<file path="src/rtl/serial_adder_pkg.sv">
// serial_adder_pkg: shared state encoding and default width for the bit-serial adder
package serial_adder_pkg;
  localparam int DEFAULT_WIDTH = 8;
  typedef enum logic [1:0] {IDLE = 2'd0, RUN = 2'd1, DONE = 2'd2} state_t;
endpackage

</file>
<file path="src/rtl/serial_adder_if.sv">
// serial_adder_if: start/busy/done request bus between a requester and the serial adder
interface serial_adder_if #(parameter int WIDTH = serial_adder_pkg::DEFAULT_WIDTH);
  logic             start;
  logic [WIDTH-1:0] a;
  logic [WIDTH-1:0] b;
  logic             cin;
  logic             busy;
  logic             done;
  logic [WIDTH-1:0] sum;
  logic             cout;
  modport master (output start, a, b, cin, input busy, done, sum, cout);
  modport slave (input start, a, b, cin, output busy, done, sum, cout);
endinterface

</file>
<file path="src/rtl/full_adder.sv">
// full_adder: one-bit full adder cell
module full_adder (
  output logic cout,
  output logic s,
  input  logic x,
  input  logic y,
  input  logic cin
);
  assign {cout, s} = {1'b0, x} + {1'b0, y} + {1'b0, cin};
endmodule

</file>
<file path="src/rtl/serial_adder_ctrl.sv">
// serial_adder_ctrl: sequences one full_adder cell to add two WIDTH-bit operands LSB first
module serial_adder_ctrl
  import serial_adder_pkg::*;
#(
  parameter int WIDTH = DEFAULT_WIDTH
) (
  input logic           clk,
  input logic           rst_n,
  serial_adder_if.slave bus
);
  localparam int CW = $clog2(WIDTH) + 1;
  state_t           state_q, state_d;
  logic [WIDTH-1:0] a_q, a_d, b_q, b_d, s_q, s_d, sum_q, sum_d;
  logic             carry_q, carry_d, cout_q, cout_d;
  logic [CW-1:0]    cnt_q, cnt_d;
  logic             fa_s, fa_cout, last;
  full_adder u_fa (.cout(fa_cout), .s(fa_s), .x(a_q[0]), .y(b_q[0]), .cin(carry_q));
  assign last = cnt_q == CW'(WIDTH - 1);
  always_comb begin
    state_d = state_q;
    a_d     = a_q;
    b_d     = b_q;
    s_d     = s_q;
    carry_d = carry_q;
    cnt_d   = cnt_q;
    sum_d   = sum_q;
    cout_d  = cout_q;
    if (state_q == RUN) begin
      a_d     = a_q >> 1;
      b_d     = b_q >> 1;
      s_d     = (s_q >> 1) | (WIDTH'(fa_s) << (WIDTH - 1));
      carry_d = fa_cout;
      cnt_d   = cnt_q + CW'(1);
      if (last) begin
        state_d = DONE;
        sum_d   = s_d;
        cout_d  = fa_cout;
      end
    end else if (bus.start) begin
      state_d = RUN;
      a_d     = bus.a;
      b_d     = bus.b;
      carry_d = bus.cin;
      cnt_d   = '0;
    end else begin
      state_d = IDLE;
    end
  end
  always_ff @(posedge clk or negedge rst_n) begin
    if (!rst_n) begin
      state_q <= IDLE;
      a_q     <= '0;
      b_q     <= '0;
      s_q     <= '0;
      carry_q <= 1'b0;
      cnt_q   <= '0;
      sum_q   <= '0;
      cout_q  <= 1'b0;
    end else begin
      state_q <= state_d;
      a_q     <= a_d;
      b_q     <= b_d;
      s_q     <= s_d;
      carry_q <= carry_d;
      cnt_q   <= cnt_d;
      sum_q   <= sum_d;
      cout_q  <= cout_d;
    end
  end
  // status comes straight from the state so reset clears it without waiting for an edge
  assign bus.busy = state_q == RUN;
  assign bus.done = state_q == DONE;
  assign bus.sum  = sum_q;
  assign bus.cout = cout_q;
endmodule

</file>
<file path="src/flat_wrapper.sv">
// flat-port wrapper written by rule: the top's interface ports become plain ports
module serial_adder_ctrl_flat import serial_adder_pkg::*;
#(
  parameter int WIDTH = DEFAULT_WIDTH
)
  (clk, rst_n, bus_start, bus_a, bus_b, bus_cin, bus_busy, bus_done, bus_sum, bus_cout);
  serial_adder_if #(.WIDTH(WIDTH)) bus_i ();
  input logic clk;
  input logic rst_n;
  input wire logic [$bits(bus_i.start)-1:0] bus_start;
  input wire logic [$bits(bus_i.a)-1:0] bus_a;
  input wire logic [$bits(bus_i.b)-1:0] bus_b;
  input wire logic [$bits(bus_i.cin)-1:0] bus_cin;
  output wire logic [$bits(bus_i.busy)-1:0] bus_busy;
  output wire logic [$bits(bus_i.done)-1:0] bus_done;
  output wire logic [$bits(bus_i.sum)-1:0] bus_sum;
  output wire logic [$bits(bus_i.cout)-1:0] bus_cout;
  assign bus_i.start = bus_start;
  assign bus_i.a = bus_a;
  assign bus_i.b = bus_b;
  assign bus_i.cin = bus_cin;
  assign bus_busy = bus_i.busy;
  assign bus_done = bus_i.done;
  assign bus_sum = bus_i.sum;
  assign bus_cout = bus_i.cout;
  serial_adder_ctrl #(.WIDTH(WIDTH)) u_core (.clk(clk), .rst_n(rst_n), .bus(bus_i));
endmodule
</file>
<file path="config.mk">
export PLATFORM = sky130hd
export DESIGN_NAME = serial_adder_ctrl_flat
export DESIGN_NICKNAME = d
export VERILOG_FILES = /design/src/rtl/serial_adder_pkg.sv /design/src/rtl/serial_adder_if.sv /design/src/rtl/full_adder.sv /design/src/rtl/serial_adder_ctrl.sv /design/src/flat_wrapper.sv
export SDC_FILE = /design/constraint.sdc
export NUM_CORES = 1
export LEC_CHECK = 0
export BUFFER_PORTS_ARGS = -buffer_cell sky130_fd_sc_hd__clkbuf_2
export CORE_MARGIN = 4
export CORE_UTILIZATION = 28
export DETAILED_ROUTE_END_ITERATION = 10
export GPL_TIMING_DRIVEN = 0
export PLACE_DENSITY = 0.5
export SYNTH_ARGS = -nofsm -noshare
export SYNTH_HDL_FRONTEND = slang
export SYNTH_SLANG_ARGS = --single-unit
</file>
<file path="constraint.sdc">
create_clock -name clk -period 1.4 [get_ports clk]
set_input_delay 0.21 -clock clk [delete_from_list [all_inputs] [get_ports clk]]
set_output_delay 0.21 -clock clk [all_outputs]
set_load 0.01 [all_outputs]
</file>
=== Yosys cells after proc, flatten, opt, wreduce, memory -nomap -nowiden ===
Index checks and enable logic that the tools add are counted.

* Input port bits: 20
* Word-level logic and storage cells: 29
* Output and inout bits: 11
* Flip-flop bits (word level): 40

* Eq/ne operators: 4
* Bitwise logic cells: 1
* Multiplexer cells: 11
* Reductions and logical operators: 2
* Add/subtract/negate cells: 3

{| class="wikitable"
|+ Operator list
! kind !! count
|-
| $mux W8 || 4
|-
| $mux W4 || 2
|-
| $or A7 B8 Y8 || 1
|-
| $add A4 B1 Y4 const B || 1
|-
| $eq A4 B3 Y1 const B || 1
|-
| $mux W2 || 2
|-
| $mux W1 || 3
|-
| $add A1 B1 Y2 || 1
|-
| $add A2 B1 Y2 || 1
|-
| $eq A2 B1 Y1 const B || 1
|-
| $eq A2 B2 Y1 const B || 1
|-
| $ne A2 B1 Y1 const B || 1
|-
| $reduce_and A2 Y1 || 1
|-
| $reduce_bool A2 Y1 || 1
|}

=== Longest topological paths before layout ===
* Depth after elaboration: 3
* Mapped depth: 5
* Gate-level depth less buffers: 3

=== By module ===
A second synthesis with hierarchy kept.

* Cell total of the unflattened synthesis: 129
* Area total of the unflattened synthesis: 1712.9 um2

{| class="wikitable"
|+ By module, submodules not included
! module !! area an instance (um2) !! times used !! sequential area each (um2) !! cells an instance
|-
| serial_adder_ctrl || 1692.9 || 1 || 975.9 || 128
|-
| full_adder || 20.0 || 1 || 0.0 || 1
|}

=== Worst setup path after synthesis ===
OpenSTA, ideal clock, no wires.

* Path kind: register -> register
* From: reg u_core.cnt_q[0]
* To: reg u_core.sum_q[0] (netlist: u_core.bus.sum[0])
* Period minus slack after synthesis: 1.341 ns
* Setup slack: 0.059 ns
* Library setup time: 0.125 ns
* Stages on the path, launching flop included: 5
* Path buffers: 1
* Required time: 1.275 ns
* Data arrival time: 1.216 ns
* Cell sequence: dfrtp_1 ha_1 and4b_4 buf_8 mux2_4

* Word-level cells in the longest chain between the ends: 2

{| class="wikitable"
|+ RTL lines
! what !! line !! text
|-
| start, declared || serial_adder_ctrl.sv:15 || <nowiki>logic [CW-1:0] cnt_q, cnt_d;</nowiki>
|-
| start signal, assigned || serial_adder_ctrl.sv:65 || <nowiki>cnt_q <= cnt_d;</nowiki>
|-
| $eq A4 B3 Y1 || serial_adder_ctrl.sv:18 || <nowiki>assign last = cnt_q == CW'(WIDTH - 1);</nowiki>
|-
| $reduce_and A2 Y1 (no source line) || - ||
|-
| end signal, assigned || serial_adder_ctrl.sv:66 || <nowiki>sum_q <= sum_d;</nowiki>
|-
| end, declared || serial_adder_ctrl.sv:13 || <nowiki>logic [WIDTH-1:0] a_q, a_d, b_q, b_d, s_q, s_d, sum_q, sum_d;</nowiki>
|}

No other way between the ends.
A chain may end at the register's enable or synchronous reset.

=== Worst setup path after layout ===
* From: reg u_core.state_q[1]
* To: reg u_core.sum_q[2] (netlist: u_core.bus.sum[2])

* Word-level cells in the longest chain between the ends: 2

{| class="wikitable"
|+ RTL lines
! what !! line !! text
|-
| start, declared || serial_adder_ctrl.sv:12 || <nowiki>state_t state_q, state_d;</nowiki>
|-
| start signal, assigned || serial_adder_ctrl.sv:60 || <nowiki>state_q <= state_d;</nowiki>
|-
| $eq A2 B1 Y1 || serial_adder_ctrl.sv:28 || <nowiki>if (state_q == RUN) begin</nowiki>
|-
| $reduce_and A2 Y1 (no source line) || - ||
|}

No other way between the ends.

==> results_dict.tcl <==
set metrics [dict create \
    synth_edf_count 0 \
    yosysSeqAreaShare 0.575 \
    firstDrtPassIters 4 \
    place_area_um2 1940 \
    hpwl_um 2420 \
    fin_crit_sh 0.993 \
    die_h_um 85.8 \
    synth-main-ff-cell "dfrtp_1" \
    layout_min_cycle_time_ps 1390 \
    vdd_ir_drop_max_mv 0.743 \
    cp_max_fo 9 \
    hp-class "in -> async" \
    maxSlewHeadroom 0.338 \
    cts_tree "built" \
    clock_latency_ps 280 \
    layout.nets 195 \
    track_usage 0.103 \
    path_clk_slew_ps 70 \
    crit_arrival_ps 1550 \
    p_leak_nw 1.05 \
    viasPerCell 4.55 \
    r2r_cells 4 \
    maxCapViolCount 0 \
    ant_nets 0 \
    synth_cells 130 \
    hold_violations 0 \
    cts_root_buf "clkbuf_8" \
    design_area_um2 2120 \
    dr_total_vias 1125 \
    synth_nets 152 \
    placementRows 28 \
    r2r-start "u_core.state_q[1]" \
    design.die.area_um2 7370 \
    fin_worst_skew_ps 6.17 \
    core_area_um2 5890 \
    drtIter0Drc 52 \
    setup_viol 0 \
    antenna_found_initial 0 \
    num_io_pins 31 \
    wl_per_cell_um 14.1 \
    yosysWarnings 0 \
    critPathSlowestCell "dfrtp_1" \
    gp_congestion 0.701 \
    stdcell_count 247 \
    start_kind "flip-flop" \
    port_buffers 29 \
    crit_chain "nor2b_4 -> and4b_4 -> buf_12 -> mux2_4" \
    crit_path_end_kind "flip-flop" \
    grt_setup_unrepaired "true" \
    grt_pass1_vias 1236 \
    drive_gt1_frac 0.413 \
    slowest_delay_ps 400 \
    clock_sinks 39 \
    powerDensity_nw_per_um2 2180 \
    grt_pass1_wl_um 5890 \
    timing.rr.end "u_core.bus.sum[2]" \
    crit_type "reg -> reg" \
    cts_buffers 5 \
    grt_max_degree 40 \
    cp.required_ps 1560 \
    fp.dieW_um 85.8 \
    fmax_ghz 0.719 \
    regToRegSetupSlack_ps 9 \
    syn_to_final_growth_pct 24.8 \
    worst_pin_slew_ps 994 \
    status "finished, final reports clean" \
    wl_um 3480 \
    synth_async_sr_flop_share 1.00 \
    cts_buffer_depth 2 \
    syn_area_per_cell_um2 13.1 \
    synth_cell_types 20 \
    drc 0 \
    overflow 0 \
    diodes 0 \
    initial_utilization 0.288 \
    cts.htree.levels 2 \
    dp_cells 234 \
    syn_area_um2 1700 \
    synth_seq_cells 39 \
    drv_slew 0 \
]
cells in the final DEF (no fill, tap or decap), types with 2 or more instances in the layout:
cell type  count
dfrtp_1       39
mux2_2         8
buf_6          3
o21ai_0       16
nor2_1         4
clkbuf_2      28
mux2_4        10
buf_8          2
buf_4          6
clkbuf_8       5
buf_2          4
mux2i_1       17
nand2_1       17
worst max-delay path: cells and delay by family (launching register included):
| kind | cells | cell delay (ps) |
|---|---|---|
| simple gates | 2 | 420 |
| flops | 1 | 400 |
| mux | 1 | 300 |
| buf+inv | 1 | 140 |
per-layer routing:
metal | share of wire | track usage | vias to the layer above | routed length, µm
met5 | 0 | 0 | - | 0
met4 | 0.015 | 0.0345 | 0 | 51
met3 | 0.071 | 0.0365 | 8 | 248
met2 | 0.43 | 0.165 | 38 | 1510
met1 | 0.48 | 0.131 | 546 | 1670
li1 | - | - | 533 | -
registers in the layout (all words and copies together) (netlist names):
| register | cells |
|---|---|
| u_core.b_q | 8 |
| u_core.carry_q | 1 |
| u_core.cnt_q | 4 |
| u_core.state_q | 2 |
| u_core.bus.cout | 1 |
| u_core.a_q | 8 |
| u_core.s_q | 7 |
| u_core.bus.sum | 8 |
metrics by stage:
stage / total power [mW] / TNS (ps) / util / setup WS [ps] / hold slack [ps]
floorplan: 3.06 / 0 / - / 59.2 / -85.6
global placement: 3.50 / -15.3 / 0.329 / -15.3 / 395
detailed placement: 3.60 / -206 / 0.329 / -44.9 / 432
CTS: 4.56 / -4.99 / 0.354 / -4.99 / 114
global route: 4.99 / -261 / 0.360 / -33.5 / 174
finish: 4.62 / 0 / 0.360 / 9.25 / 78.4
cell families after synthesis:
kind of cell | Yosys count | synth area share
fa+ha+maj | 2 | 0.0192
buf+inv | 8 | 0.0288
mux | 36 | 0.243
flops | 39 | 0.575
compound gates | 17 | 0.0524
simple gates | 28 | 0.0811
final cells by class:
class,count,area (µm²)
Timing Repair Buffer,37,223
Tap cell,75,93.8
Multi-Input combinational cell,83,686
Sequential cell,39,976
Buffer,7,66.3
Fill cell,589,3770
Clock buffer,6,72.6
where the power goes:
group / switching [mW] / leakage (nW) / internal (mW)
combinational: 0.899 / 0.517 / 1.16
sequential: 0.290 / 0.497 / 1.59
clock: 0.348 / 0.0371 / 0.332
total: 1.54 / 1.05 / 3.08
repair_timing:
action,CTS,global route
gates cloned,0,0
endpoints found under the setup margin,9,19
pin swaps,1,1
hold buffers,0,0
setup buffers,6,2
resized for setup,8,7
how the worst max path moves through the flow:
| stage | startpoint | to | cells past startpoint |
|---|---|---|---|
| after global placement | u_core.state_q[1] | bus_busy | 4 |
| after CTS | u_core.state_q[1] | bus_busy | 4 |
| final | u_core.state_q[1] | u_core.bus.sum[2] | 4 |
| after detailed placement | u_core.state_q[1] | bus_busy | 4 |
| after global routing | u_core.state_q[1] | u_core.bus.sum[0] | 4 |
| after floorplan | u_core.cnt_q[0] | u_core.bus.sum[0] | 4 |
synth_stat cells (4+ instances only):
cell type / n / area [µm²]
buf_2: 6 / 30.0
dfrtp_1: 39 / 976
o21ai_0: 16 / 80.1
nand2_1: 17 / 63.8
mux2_4: 8 / 120
mux2_2: 10 / 113
mux2i_1: 18 / 180
nor2_1: 4 / 15.0
Note: power is estimated with default switching activity, not from simulation.
